<file path="config.mk">
export PLATFORM = sky130hd
export DESIGN_NAME = kernel_rr_scheduler
export DESIGN_NICKNAME = d
export VERILOG_FILES = /design/src/rtl/kernel_rr_scheduler.sv
export SDC_FILE = /design/constraint.sdc
export NUM_CORES = 1
export LEC_CHECK = 0
export BUFFER_PORTS_ARGS = -buffer_cell sky130_fd_sc_hd__buf_4
export CAP_MARGIN = 10
export CORE_ASPECT_RATIO = 1.25
export CORE_MARGIN = 2
export CORE_UTILIZATION = 46
export CTS_CLUSTER_SIZE = 10
export DETAILED_ROUTE_END_ITERATION = 7
export MAX_ROUTING_LAYER = met4
export PLACE_DENSITY = 0.77
export SETUP_SLACK_MARGIN = 0.05
export SYNTH_ARGS = -nofsm -noshare
export SYNTH_HDL_FRONTEND = slang
export SYNTH_SLANG_ARGS = --single-unit
</file>
<file path="constraint.sdc">
create_clock -name clk -period 4.4 [get_ports clk]
set_input_delay 0.44 -clock clk [delete_from_list [all_inputs] [get_ports clk]]
set_output_delay 0.44 -clock clk [all_outputs]
set_load 0.005 [all_outputs]
</file>
<file path="src/rtl/kernel_rr_scheduler.sv">
// Round-robin scheduler sharing one in-order kernel pipeline among NREQ requester streams.
// Issued items are tagged with their requester index so kernel results return to the right lane.
module kernel_rr_scheduler #(
  parameter int unsigned STREAMW = 32,
  parameter int unsigned NREQ    = 4,
  parameter int unsigned IDW     = 2,
  parameter int unsigned TAGD    = 16
) (
  input  logic                    clk,
  input  logic                    rst,
  input  logic [NREQ-1:0]         req_ivalid,
  output logic [NREQ-1:0]         req_iready,
  input  logic [NREQ*STREAMW-1:0] req_data,
  output logic                    k_ivalid,
  input  logic                    k_iready,
  output logic [STREAMW-1:0]      k_idata,
  input  logic                    k_ovalid,
  output logic                    k_oready,
  input  logic [STREAMW-1:0]      k_odata,
  output logic [NREQ-1:0]         rsp_ovalid,
  input  logic [NREQ-1:0]         rsp_oready,
  output logic [STREAMW-1:0]      rsp_data,
  output logic [$clog2(TAGD):0]   inflight,
  output logic                    err_orphan
);

  localparam int unsigned AW = $clog2(TAGD);
  localparam int unsigned CW = AW + 1;

  logic [IDW-1:0]     ptr_q, ptr_d;
  logic               iss_vld_q, iss_vld_d;
  logic [STREAMW-1:0] iss_data_q, iss_data_d;
  logic [IDW-1:0]     tag_mem_q [TAGD];
  logic [AW-1:0]      wr_ptr_q, wr_ptr_d;
  logic [AW-1:0]      rd_ptr_q, rd_ptr_d;
  logic [CW-1:0]      cnt_q, cnt_d;
  logic               orphan_q, orphan_d;

  logic [STREAMW-1:0] req_word [NREQ];
  logic               grant_found;
  logic [IDW-1:0]     grant_idx;
  logic               can_load;
  logic               fifo_full;
  logic               fifo_empty;
  logic               push;
  logic               pop;
  logic [IDW-1:0]     head_tag;

  always_comb begin
    for (int unsigned i = 0; i < NREQ; i++) begin
      req_word[i] = req_data[i*STREAMW +: STREAMW];
    end
  end

  // Scan from ptr upward with a manual wrap so non-power-of-2 NREQ never yields a tag >= NREQ.
  always_comb begin
    int unsigned slot;
    grant_found = 1'b0;
    grant_idx   = '0;
    slot        = 0;
    for (int unsigned k = 0; k < NREQ; k++) begin
      slot = 32'(ptr_q) + k;
      if (slot >= NREQ) slot = slot - NREQ;
      if (!grant_found && req_ivalid[slot[IDW-1:0]]) begin
        grant_found = 1'b1;
        grant_idx   = slot[IDW-1:0];
      end
    end
  end

  assign can_load   = ~iss_vld_q | k_iready;
  assign fifo_full  = (cnt_q == CW'(TAGD));
  assign fifo_empty = (cnt_q == '0);
  assign head_tag   = tag_mem_q[rd_ptr_q];

  always_comb begin
    req_iready = '0;
    if (rst && grant_found && can_load && !fifo_full) begin
      req_iready[grant_idx] = 1'b1;
    end
  end

  assign push = |(req_iready & req_ivalid);

  always_comb begin
    rsp_ovalid = '0;
    if (k_ovalid && !fifo_empty) begin
      rsp_ovalid[head_tag] = 1'b1;
    end
  end

  assign k_oready = ~fifo_empty & rsp_oready[head_tag];
  assign pop      = k_ovalid & k_oready;
  assign rsp_data = k_odata;

  always_comb begin
    ptr_d      = ptr_q;
    iss_vld_d  = iss_vld_q;
    iss_data_d = iss_data_q;
    if (push) begin
      ptr_d      = (32'(grant_idx) == NREQ - 1) ? '0 : grant_idx + IDW'(1);
      iss_vld_d  = 1'b1;
      iss_data_d = req_word[grant_idx];
    end else if (iss_vld_q && k_iready) begin
      iss_vld_d  = 1'b0;
    end
  end

  always_comb begin
    wr_ptr_d = push ? wr_ptr_q + AW'(1) : wr_ptr_q;
    rd_ptr_d = pop  ? rd_ptr_q + AW'(1) : rd_ptr_q;
    case ({push, pop})
      2'b10:   cnt_d = cnt_q + CW'(1);
      2'b01:   cnt_d = cnt_q - CW'(1);
      default: cnt_d = cnt_q;
    endcase
    orphan_d = orphan_q | (k_ovalid & fifo_empty);
  end

  always_ff @(posedge clk or negedge rst) begin
    if (!rst) begin
      ptr_q      <= '0;
      iss_vld_q  <= 1'b0;
      iss_data_q <= '0;
      wr_ptr_q   <= '0;
      rd_ptr_q   <= '0;
      cnt_q      <= '0;
      orphan_q   <= 1'b0;
    end else begin
      ptr_q      <= ptr_d;
      iss_vld_q  <= iss_vld_d;
      iss_data_q <= iss_data_d;
      wr_ptr_q   <= wr_ptr_d;
      rd_ptr_q   <= rd_ptr_d;
      cnt_q      <= cnt_d;
      orphan_q   <= orphan_d;
    end
  end

  // Tag storage needs no reset: occupancy alone decides which entries are live.
  always_ff @(posedge clk) begin
    if (push) begin
      tag_mem_q[wr_ptr_q] <= grant_idx;
    end
  end

  assign k_ivalid   = iss_vld_q;
  assign k_idata    = iss_data_q;
  assign inflight   = cnt_q;
  assign err_orphan = orphan_q;

endmodule

</file>
==> summary.txt, run 1 <==
Final layout
  • Finished Layout Cells: approximately 690
  • Layout cells sized above 1: 0.4562
  • Growth of design area from synthesis to finish: 32.14%
  • Layout fillers: 824
  • Cell area after layout: 6580 um2
  • Fin nets: 740

Floorplan
  • Initial Util: 0.4715
  • Core area: 10560 um2
  • Die Ht: 120.3 um
  • Die width: 97.06 um
  • I/O Pins: 252
  • DIE AREA: 11680 um2
  • Row Count: 42

Placed design
  • Detail Placement HPWL: 9360 um
  • Placed cells: 675
  • RD Place Congestion: about 0.96
  • Area after DPL: approximately 6300 um2
  • Port-buffer cells: ~190

Synthesis
  • Mux share of post-synthesis cell area: 0.3209
  • Post-Synth Adder-Cell Area: 0.03668
  • Largest family of logic cells by synthesized area: multiplexers
  • Post-synthesis instance total: 403
  • YS warnings: 0
  • Synth Flop Type: dfrtp_1
  • Mapped Nets: slightly below 600
  • Seq/Total Area, Yosys: 0.4392
  • Compound-gate portion of the synthesized area: 0.03543
  • Unique masters post-synth: 46
  • Register bit count reported by yosys: just over 80
  • Mapped Avg Cell Area: around 12 um2
  • Top cells by area, synth: dfrtp_1 (25%), mux2i_1 (19%), edfxtp_1 (19%)
  • Cell Area, Synth: approximately 5000 um2
  • Synth Area in XOR/XNOR: 0.01935
  • Count of flip-flops with a built-in enable after synthesis: 32
  • Simple-Gate Fraction of Synth Area: 0.07186
  • Share of the synthesized area in the top cell type: 0.2462
  • Synth area leader: dfrtp_1
  • Asr flop ratio synth: 0.6049

Global route
  • GRT Util Overall: 0.2139
  • Initial antenna violation count: 1
  • Largest net degree at the start of global routing: 50
  • Gr ovfl total: 0
  • Global-route wire length before repair: around 19000 um
  • Vias in the first global route: 3920

Critical path
  • WP depth: 14
  • Critical path class: reg -> reg
  • Crit path cell chain: mux4_1 > a22oi_1 > nand2_2 > mux2i_4 > o22ai_2 > ha_1 > inv_1 > fa_1 > inv_1 > a21o_1 > a21oi_1 > xnor2_1 > nor2_1 > xnor2_1
  • Buffers and inverters on the worst path: 2
  • CP peak stage delay: 0.65 ns
  • Worst reg-to-reg path cell count: 14
  • Crit end category: flip-flop
  • Worst Path Arrival: just over 4 ns
  • CP required: roughly 4.7 ns
  • Crit-path slowest cell: dfrtp_1
  • Crit path max-delay family: multiplexers
  • Startpoint Class: flip-flop
  • CP max FO: 10

Route
  • Residual DRC: 0
  • Drt wl/cell: 17.37 um
  • Pre-antenna DRT Iters: 4
  • DR vias/cell: 5.328
  • Final antenna-violating net count: 0
  • Final WL: 12020 um
  • Vias: 3687
  • Starting DRT DRC Count: 146

STA
  • Clock Skews: 0.006694 ns
  • Final setup fails: 0
  • Slew Limit Fails: 0
  • Period utilization: 0.8607
  • Final Hold Fails: 0
  • Max Freq: 264.1 MHz
  • Worst-Margin Slew: 0.6647 ns
  • Max_slew headroom: 0.5569
  • RSZ-0062 raised after global routing: false
  • Setup TNS: 0 ns
  • Post-route minimum period: 3.787 ns

CTS
  • Postcts setup bufs: 0
  • Hold_buf cts: 0
  • CTS root buf: clkbuf_16
  • Htree depth: 3
  • Worst-Skew Late Latency: about 0.33 ns
  • Num CTS Buffers: 9
  • CTS Sinks: 81
  • Post-CTS sizing: 0
  • Clock buffer depth: 2
  • CTS clk-pin slew, worst paths: roughly 0.060 ns
  • TritonCTS clock tree: built

Power and ir drop
  • Power Total: 4012 uW
  • VDD IR-drop max: 0.0002586 V
  • Pwr Density: 609.7 nW/um2
  • Pleak: 0.003206 uW

Status
  • Outcome: finished clean

Run
  • Number of max-cap violations: 0

Hold path
  • HP Class: in -> async
cells in the final DEF, fill, tap and decap left out, types with 6 or more instances in the layout:
cell type | Yosys | routed
ha_1 | 13 | 13
nand2_1 | 13 | 13
a21oi_1 | 6 | 6
inv_1 | 11 | 11
and2_1 | 15 | 14
mux2i_1 | 97 | 97
buf_4 | 32 | 193
nor2_1 | 7 | 7
clkbuf_16 | 0 | 9
dfrtp_1 | 49 | 49
edfxtp_1 | 32 | 32
xnor2_1 | 7 | 7
and3_1 | 6 | 6
mux2_2 | 33 | 33
registers in the layout, indices dropped and copies added, names as in the netlist:
| register | cells |
|---|---|
| k_idata | 32 |
| tag_mem_q | 32 |
| inflight | 5 |
| rd_ptr_q | 4 |
| wr_ptr_q | 4 |
| ptr_q | 2 |
| err_orphan | 1 |
| k_ivalid | 1 |
power by group:
| part | total, uW | switching [uW] | internal (uW) |
|---|---|---|---|
| sequential | 1290 | 222 | 1070 |
| combinational | 1970 | 875 | 1100 |
| clock | 746 | 277 | 469 |
stage by stage:
step / setup slack (ns) / hold WS, ns / utilization
floorplan: 0.5106 / 0.1444 / -
global placement: 0.7936 / 0.4402 / 0.5943
detailed placement: 0.6345 / 0.4473 / 0.5943
CTS: 0.6205 / 0.2829 / 0.6227
global route: 0.3026 / 0.3112 / 0.6230
finish: 0.6131 / 0.2549 / 0.6230
cells by family after synthesis:
kind of cell,Yosys count
multiplexers,141
flip-flops,81
buffers and inverters,65
AND/OR/NAND/NOR,65
AO/OA/AOI/OAI,26
adder cells (fa/ha/maj),14
XOR/XNOR,11
path summary, 6_finish.rpt:
kind / startpoint / to / slack (ns)
min in group clk: k_ovalid / err_orphan$_DFF_PN0_ / 0.32
max: rd_ptr_q[2]$_DFFE_PN0P_ / inflight[4]$_DFFE_PN0P_ / 0.61
max reg2reg: rd_ptr_q[2]$_DFFE_PN0P_ / inflight[4]$_DFFE_PN0P_ / 0.61
min reg2reg: err_orphan$_DFF_PN0_ / err_orphan$_DFF_PN0_ / 0.46
min: rst / k_idata[23]$_DFFE_PN0P_ / 0.25
max in group asynchronous: rst / k_idata[24]$_DFFE_PN0P_ / 3.70
cell type report:
cell class,instances,area [um2],area share
clock inverter,3,40.04,0.006085
tap,132,165.2,0.02510
sequential,81,2187,0.3324
timing repair buffer,193,1449,0.2202
antenna,1,2.502,0.0003803
clock buffer,13,260.3,0.03955
multi-input combinational,257,2431,0.3695
inverter,12,45.04,0.006845
worst register-to-register path: cells and delay by family (launching register included):
kind | cells | cell delay [ns]
adders and majority gates | 2 | 0.70
AOI/OAI and AO/OA | 4 | 0.77
xor gates and xnor gates | 2 | 0.26
muxes | 2 | 0.87
DFF | 1 | 0.65
and+or+nand+nor | 2 | 0.28
buffers and inverters | 2 | 0.18
cells in the mapped netlist (6+ instances only):
cell type  number
mux2i_1        97
dfrtp_1        49
mux2_2         33
buf_4          32
edfxtp_1       32
and2_1         15
ha_1           13
nand2_1        13
inv_1          11
clkbuf_1        9
buf_2           8
nor2_1          7
xnor2_1         7
a21oi_1         6
and3_1          6
per-layer routing:
layer	track usage	share of wire	wire length [um]
met4	0.07570	0.024	286
met1	0.2335	0.38	4545
met3	0.07052	0.084	1008
met2	0.3672	0.51	6181
met5	-	0	0
Power figures use the tool's default switching activity.
==> run 2, diff against run 1 <==
--- a/config.mk
+++ b/config.mk
@@ -13,8 +13,9 @@
 export CTS_CLUSTER_SIZE = 10
 export DETAILED_ROUTE_END_ITERATION = 7
 export MAX_ROUTING_LAYER = met4
-export PLACE_DENSITY = 0.77
+export PLACE_DENSITY = 0.81
 export SETUP_SLACK_MARGIN = 0.05
+export SLEW_MARGIN = 30
 export SYNTH_ARGS = -nofsm -noshare
 export SYNTH_HDL_FRONTEND = slang
 export SYNTH_SLANG_ARGS = --single-unit
==> summary.txt, run 2 (synthesis gave the netlist of run 1 again) <==
CTS
  • TritonCTS clock tree: built
  • Clock buffer depth: 2
  • Worst-Skew Late Latency: 0.34 ns
  • CTS Sinks: slightly above 80
  • Num CTS Buffers: 9
  • CTS clk-pin slew, worst paths: roughly 0.060 ns
  • Postcts setup bufs: 0
  • Hold_buf cts: 0
  • Htree depth: 3
  • CTS root buf: clkbuf_16
  • Post-CTS sizing: 0

Placed design
  • Placed cells: 675
  • Port-buffer cells: 187
  • Detail Placement HPWL: between 9000 and 10000 um
  • Area after DPL: 6277 um2
  • RD Place Congestion: about 0.94

Global route
  • GRT Util Overall: 0.2192
  • Top Usage Layer GRT: met2
  • Grt met2 use: 0.3707
  • Global-route wire length before repair: 19550 um
  • Gr ovfl total: 0
  • Met3 usage: 0.06474
  • GR Util met1: 0.2451
  • Vias in the first global route: about 4000
  • Largest net degree at the start of global routing: 65
  • Initial antenna violation count: 0

Final layout
  • Finished Layout Cells: between 600 and 700
  • Layout cells sized above 1: 0.4544
  • Growth of design area from synthesis to finish: 32.36%
  • Final core utilization: 0.6240
  • Commonest non-fill, non-tap cells in the layout: buf_4 (192), mux2i_1 (97), dfrtp_1 (49)
  • Cell area after layout: 6591 um2
  • Layout fillers: 844
  • Register area: 2187 um2
  • Commonest non-fill, non-tap cell in the layout: buf_4
  • Fin nets: 740
  • Area of the multi-input gates: 2431 um2
  • ANT cells: 0

Critical path
  • Critical path class: reg -> reg
  • Worst reg-to-reg path cell count: 14
  • Crit-path slowest cell: dfrtp_1
  • Startpoint Class: flip-flop
  • Worst Path Arrival: roughly 4.0 ns
  • CP max FO: 10
  • Worst r2r src: rd_ptr_q[2]$_DFFE_PN0P_
  • Crit path cell chain: mux4_1 > a22oi_1 > nand2_2 > mux2i_4 > o22ai_2 > ha_1 > inv_1 > fa_1 > inv_1 > a21o_1 > a21oi_1 > xnor2_1 > nor2_1 > xnor2_1
  • CP peak stage delay: ~0.63 ns
  • Crit end category: flip-flop
  • CP required: 4.63 ns
  • Origin of the worst setup path: rd_ptr_q[2]$_DFFE_PN0P_

Floorplan
  • Die width: 97.06 um
  • Core area: 10560 um2
  • I/O Pins: 252
  • Die Ht: 120.3 um
  • DIE AREA: roughly 12000 um2
  • Row Count: 42
  • Initial Util: 0.4715

Power and ir drop
  • Pwr Density: 614.2 nW/um2
  • VDD IR-drop max: 0.0003050 V
  • Pleak: about 0.0032 uW

STA
  • Setup TNS: 0 ns
  • Final setup fails: 0
  • Max Freq: 262.9 MHz
  • RSZ-0062 raised after global routing: false
  • Hold_ws: 0.2771 ns
  • Worst-Margin Slew: 0.7474 ns
  • Slew Limit Fails: 0
  • Max_slew headroom: 0.5017
  • Period utilization: 0.8645
  • Clock Skews: 0.009111 ns
  • Final Hold Fails: 0
  • Post-route minimum period: 3.804 ns

Route
  • Pre-antenna DRT Iters: 4
  • DR vias/cell: 5.353
  • Vias: 3699
  • Final antenna-violating net count: 0
  • Final WL: 12180 um
  • Starting DRT DRC Count: between 150 and 200
  • Drt wl/cell: around 18 um
  • Residual DRC: 0

Hold path
  • HP Class: in -> async

Status
  • Outcome: finished clean

Run
  • Number of max-cap violations: 0
-- run 2: cell count changes in the layout (fill, tap and decap cells not counted), sizes merged --
cell and change:
clkinv -1, diode -1, clkbuf +1
-- run 2: area by class of cell --
type / instances / share of cell area
multi-input cells: 257 / 0.3688
flip-flops and latches: 81 / 0.3318
repair buffers: 193 / 0.2204
clock buffers: 14 / 0.04176
well taps: 132 / 0.02506
inverters: 12 / 0.006834
clock inverters: 2 / 0.005315
-- run 2: path summary, 6_finish.rpt --
path                                           endpoint  slack [ns]
min in group clk                   err_orphan$_DFF_PN0_        0.32
worst max-delay path            inflight[4]$_DFFE_PN0P_        0.60
worst min-delay path            rd_ptr_q[3]$_DFFE_PN0P_        0.28
max in group asynchronous       k_idata[31]$_DFFE_PN0P_        3.68
worst min register to register     err_orphan$_DFF_PN0_        0.46
worst max register to register  inflight[4]$_DFFE_PN0P_        0.60
-- run 2: power by group --
| group | switching, uW | internal (uW) |
|---|---|---|
| clock network | 285 | 489 |
| logic | 881 | 1100 |
| registers | 220 | 1070 |
-- run 2: worst max-delay path, delay by kind of cell (launching register included) --
kind,cells,cell delay [ns]
AOI/OAI and AO/OA,4,0.81
muxes,2,0.86
and+or+nand+nor,2,0.24
adders and majority gates,2,0.69
xor gates and xnor gates,2,0.30
DFF,1,0.63
buffers and inverters,2,0.18
-- run 2: routing by layer --
layer  up-vias  share of wire
met3        36          0.075
met2       169           0.51
li1       1728              -
met5         -              0
met1      1766           0.38
met4         0          0.031
-- run 2: per-stage QoR --
| stage | total power [uW] | worst slack (ns) |
|---|---|---|
| after floorplan | 2577 | 0.5106 |
| after global placement | 3218 | 0.7971 |
| after detailed placement | 3303 | 0.5992 |
| after CTS | 4084 | 0.5964 |
| after global routing | 4312 | 0.3369 |
| final | 4048 | 0.5964 |
==> run 3, diff against run 2 <==
--- a/config.mk
+++ b/config.mk
@@ -12,7 +12,6 @@
 export CORE_UTILIZATION = 46
 export CTS_CLUSTER_SIZE = 10
 export DETAILED_ROUTE_END_ITERATION = 7
-export MAX_ROUTING_LAYER = met4
 export PLACE_DENSITY = 0.81
 export SETUP_SLACK_MARGIN = 0.05
 export SLEW_MARGIN = 30
==> summary.txt, run 3 (synthesis gave the netlist of run 1 again) <==
STA
  • Post-route minimum period: 3.817 ns
  • Period utilization: 0.8675
  • Hold_ws: ~0.28 ns
  • Final Hold Fails: 0
  • Worst-Margin Slew: 0.7489 ns
  • Final setup fails: 0
  • Max_slew headroom: 0.5008
  • Clock Skews: 0.008867 ns
  • RSZ-0062 raised after global routing: false
  • Max Freq: between 200 and 300 MHz
  • Setup TNS: 0 ns
  • Slew Limit Fails: 0
  • Min setup slack post-route: 0.5829 ns

Run
  • Number of max-cap violations: 0

Placed design
  • Placed cells: 675
  • RD Place Congestion: a little over 0.9
  • Port-buffer cells: 187
  • Pre-CTS setup slack: about 0.6 ns
  • Detail Placement HPWL: between 9000 and 10000 um

Final layout
  • Finished Layout Cells: 692
  • Final core utilization: 0.6243
  • Growth of design area from synthesis to finish: 32.41%
  • Commonest non-fill, non-tap cells in the layout: buf_4 (192), mux2i_1 (97), dfrtp_1 (49)
  • Layout cells sized above 1: 0.4544
  • Commonest non-fill, non-tap cell in the layout: buf_4
  • Fin nets: 740

CTS
  • TritonCTS clock tree: built
  • Post-CTS sizing: 0
  • Hold_buf cts: 0
  • Postcts setup bufs: 0
  • Num CTS Buffers: 9
  • CTS root buf: clkbuf_16
  • Clock buffer depth: 2
  • CTS Sinks: between 80 and 90
  • Htree depth: 3
  • CTS clk-pin slew, worst paths: approximately 0.060 ns
  • Worst-Skew Late Latency: 0.33 ns

Critical path
  • Worst Path Arrival: 4.04 ns
  • Origin of the worst setup path: rd_ptr_q[2]$_DFFE_PN0P_
  • R2R setup slack: 0.58 ns
  • Critical path endpoint: inflight[4]$_DFFE_PN0P_
  • Reg-to-Reg End: inflight[4]$_DFFE_PN0P_
  • CP max FO: 10
  • Crit end category: flip-flop
  • CP required: 4.62 ns
  • Startpoint Class: flip-flop
  • Worst r2r src: rd_ptr_q[2]$_DFFE_PN0P_
  • Worst reg-to-reg path cell count: 14
  • Critical path class: reg -> reg

Floorplan
  • Die width: about 97 um
  • Core area: 10560 um2
  • Die Ht: approximately 120 um
  • DIE AREA: approximately 12000 um2
  • I/O Pins: 252
  • Row Count: between 40 and 50
  • Initial Util: 0.4715

Route
  • Starting DRT DRC Count: 147
  • Residual DRC: 0
  • DR vias/cell: around 5.3
  • Pre-antenna DRT Iters: 4
  • Final WL: approximately 12000 um
  • Final antenna-violating net count: 0
  • Vias: approximately 3700
  • Drt wl/cell: approximately 18 um

Hold path
  • HP Class: in -> async

Power and ir drop
  • Pwr Density: slightly above 600 nW/um2
  • VDD IR-drop max: 0.0003015 V
  • Flop pwr share: 0.320
  • Pleak: ~0.0032 uW
  • Psw: 1379 uW
  • Logic pwr share: 0.491
  • Switching share of power: 0.3413
  • Clock power share: 0.190
  • Pint: 2662 uW

Global route
  • GRT Util Overall: 0.2132
  • Gr ovfl total: 0
  • Initial antenna violation count: 0
  • Largest net degree at the start of global routing: 65
  • Vias in the first global route: 3988
  • Global-route wire length before repair: 19590 um

Status
  • Outcome: finished clean
run 3: changes by cell type in the layout (fill, tap and decap cells not counted), sizes merged:
cell	previous run	this run
diode	0	1
run 3: layout make-up:
| class | count | area, um2 |
|---|---|---|
| diodes | 1 | 2.502 |
| clock buffers | 14 | 275.3 |
| clock inverters | 2 | 35.03 |
| fillers | 844 | 3969 |
| inverters | 12 | 45.04 |
| multi-input cells | 257 | 2431 |
| flip-flops and latches | 81 | 2187 |
| well taps | 132 | 165.2 |
| repair buffers | 193 | 1453 |
run 3: per-layer routing:
layer	global-route usage	share of wire
met1	0.2413	0.37
met3	0.07572	0.093
met2	0.3685	0.52
met5	0	0
met4	0.08363	0.025
run 3: critical path, cell delays in order, from the launching register on:
cell,delay (ns)
dfrtp_1,0.64
mux4_1,0.61
a22oi_1,0.36
nand2_2,0.18
mux2i_4,0.24
o22ai_2,0.26
ha_1,0.28
inv_1,0.10
fa_1,0.41
inv_1,0.08
a21o_1,0.11
a21oi_1,0.09
xnor2_1,0.16
nor2_1,0.07
xnor2_1,0.12
run 3: how the worst min path moves through the flow:
stage / slack [ns] / to / from
2_1_floorplan: 0.14 / err_orphan$_DFF_PN0_ / rst
3_3_place_gp: 0.44 / err_orphan$_DFF_PN0_ / err_orphan$_DFF_PN0_
3_5_place_dp: 0.45 / err_orphan$_DFF_PN0_ / err_orphan$_DFF_PN0_
4_1_cts: 0.29 / rd_ptr_q[3]$_DFFE_PN0P_ / rst
5_1_grt: 0.31 / err_orphan$_DFF_PN0_ / k_ovalid
6_report: 0.28 / k_idata[24]$_DFFE_PN0P_ / rst
run 3: power by group through the flow:
stage | Clock (uW) | Combinational [uW] | Sequential [uW]
after global placement | 0 | 1930 | 1290
after floorplan | 0 | 1340 | 1230
after global routing | 814 | 2170 | 1330
final | 766 | 1980 | 1290
after CTS | 786 | 2010 | 1290
after detailed placement | 0 | 2000 | 1300
run 3: through the flow:
step / total power [uW] / cell area (um2)
CTS: 4084 / 6588
floorplan: 2577 / 4980
global placement: 3218 / 6277
global route: 4315 / 6591
finish: 4041 / 6594
detailed placement: 3303 / 6277
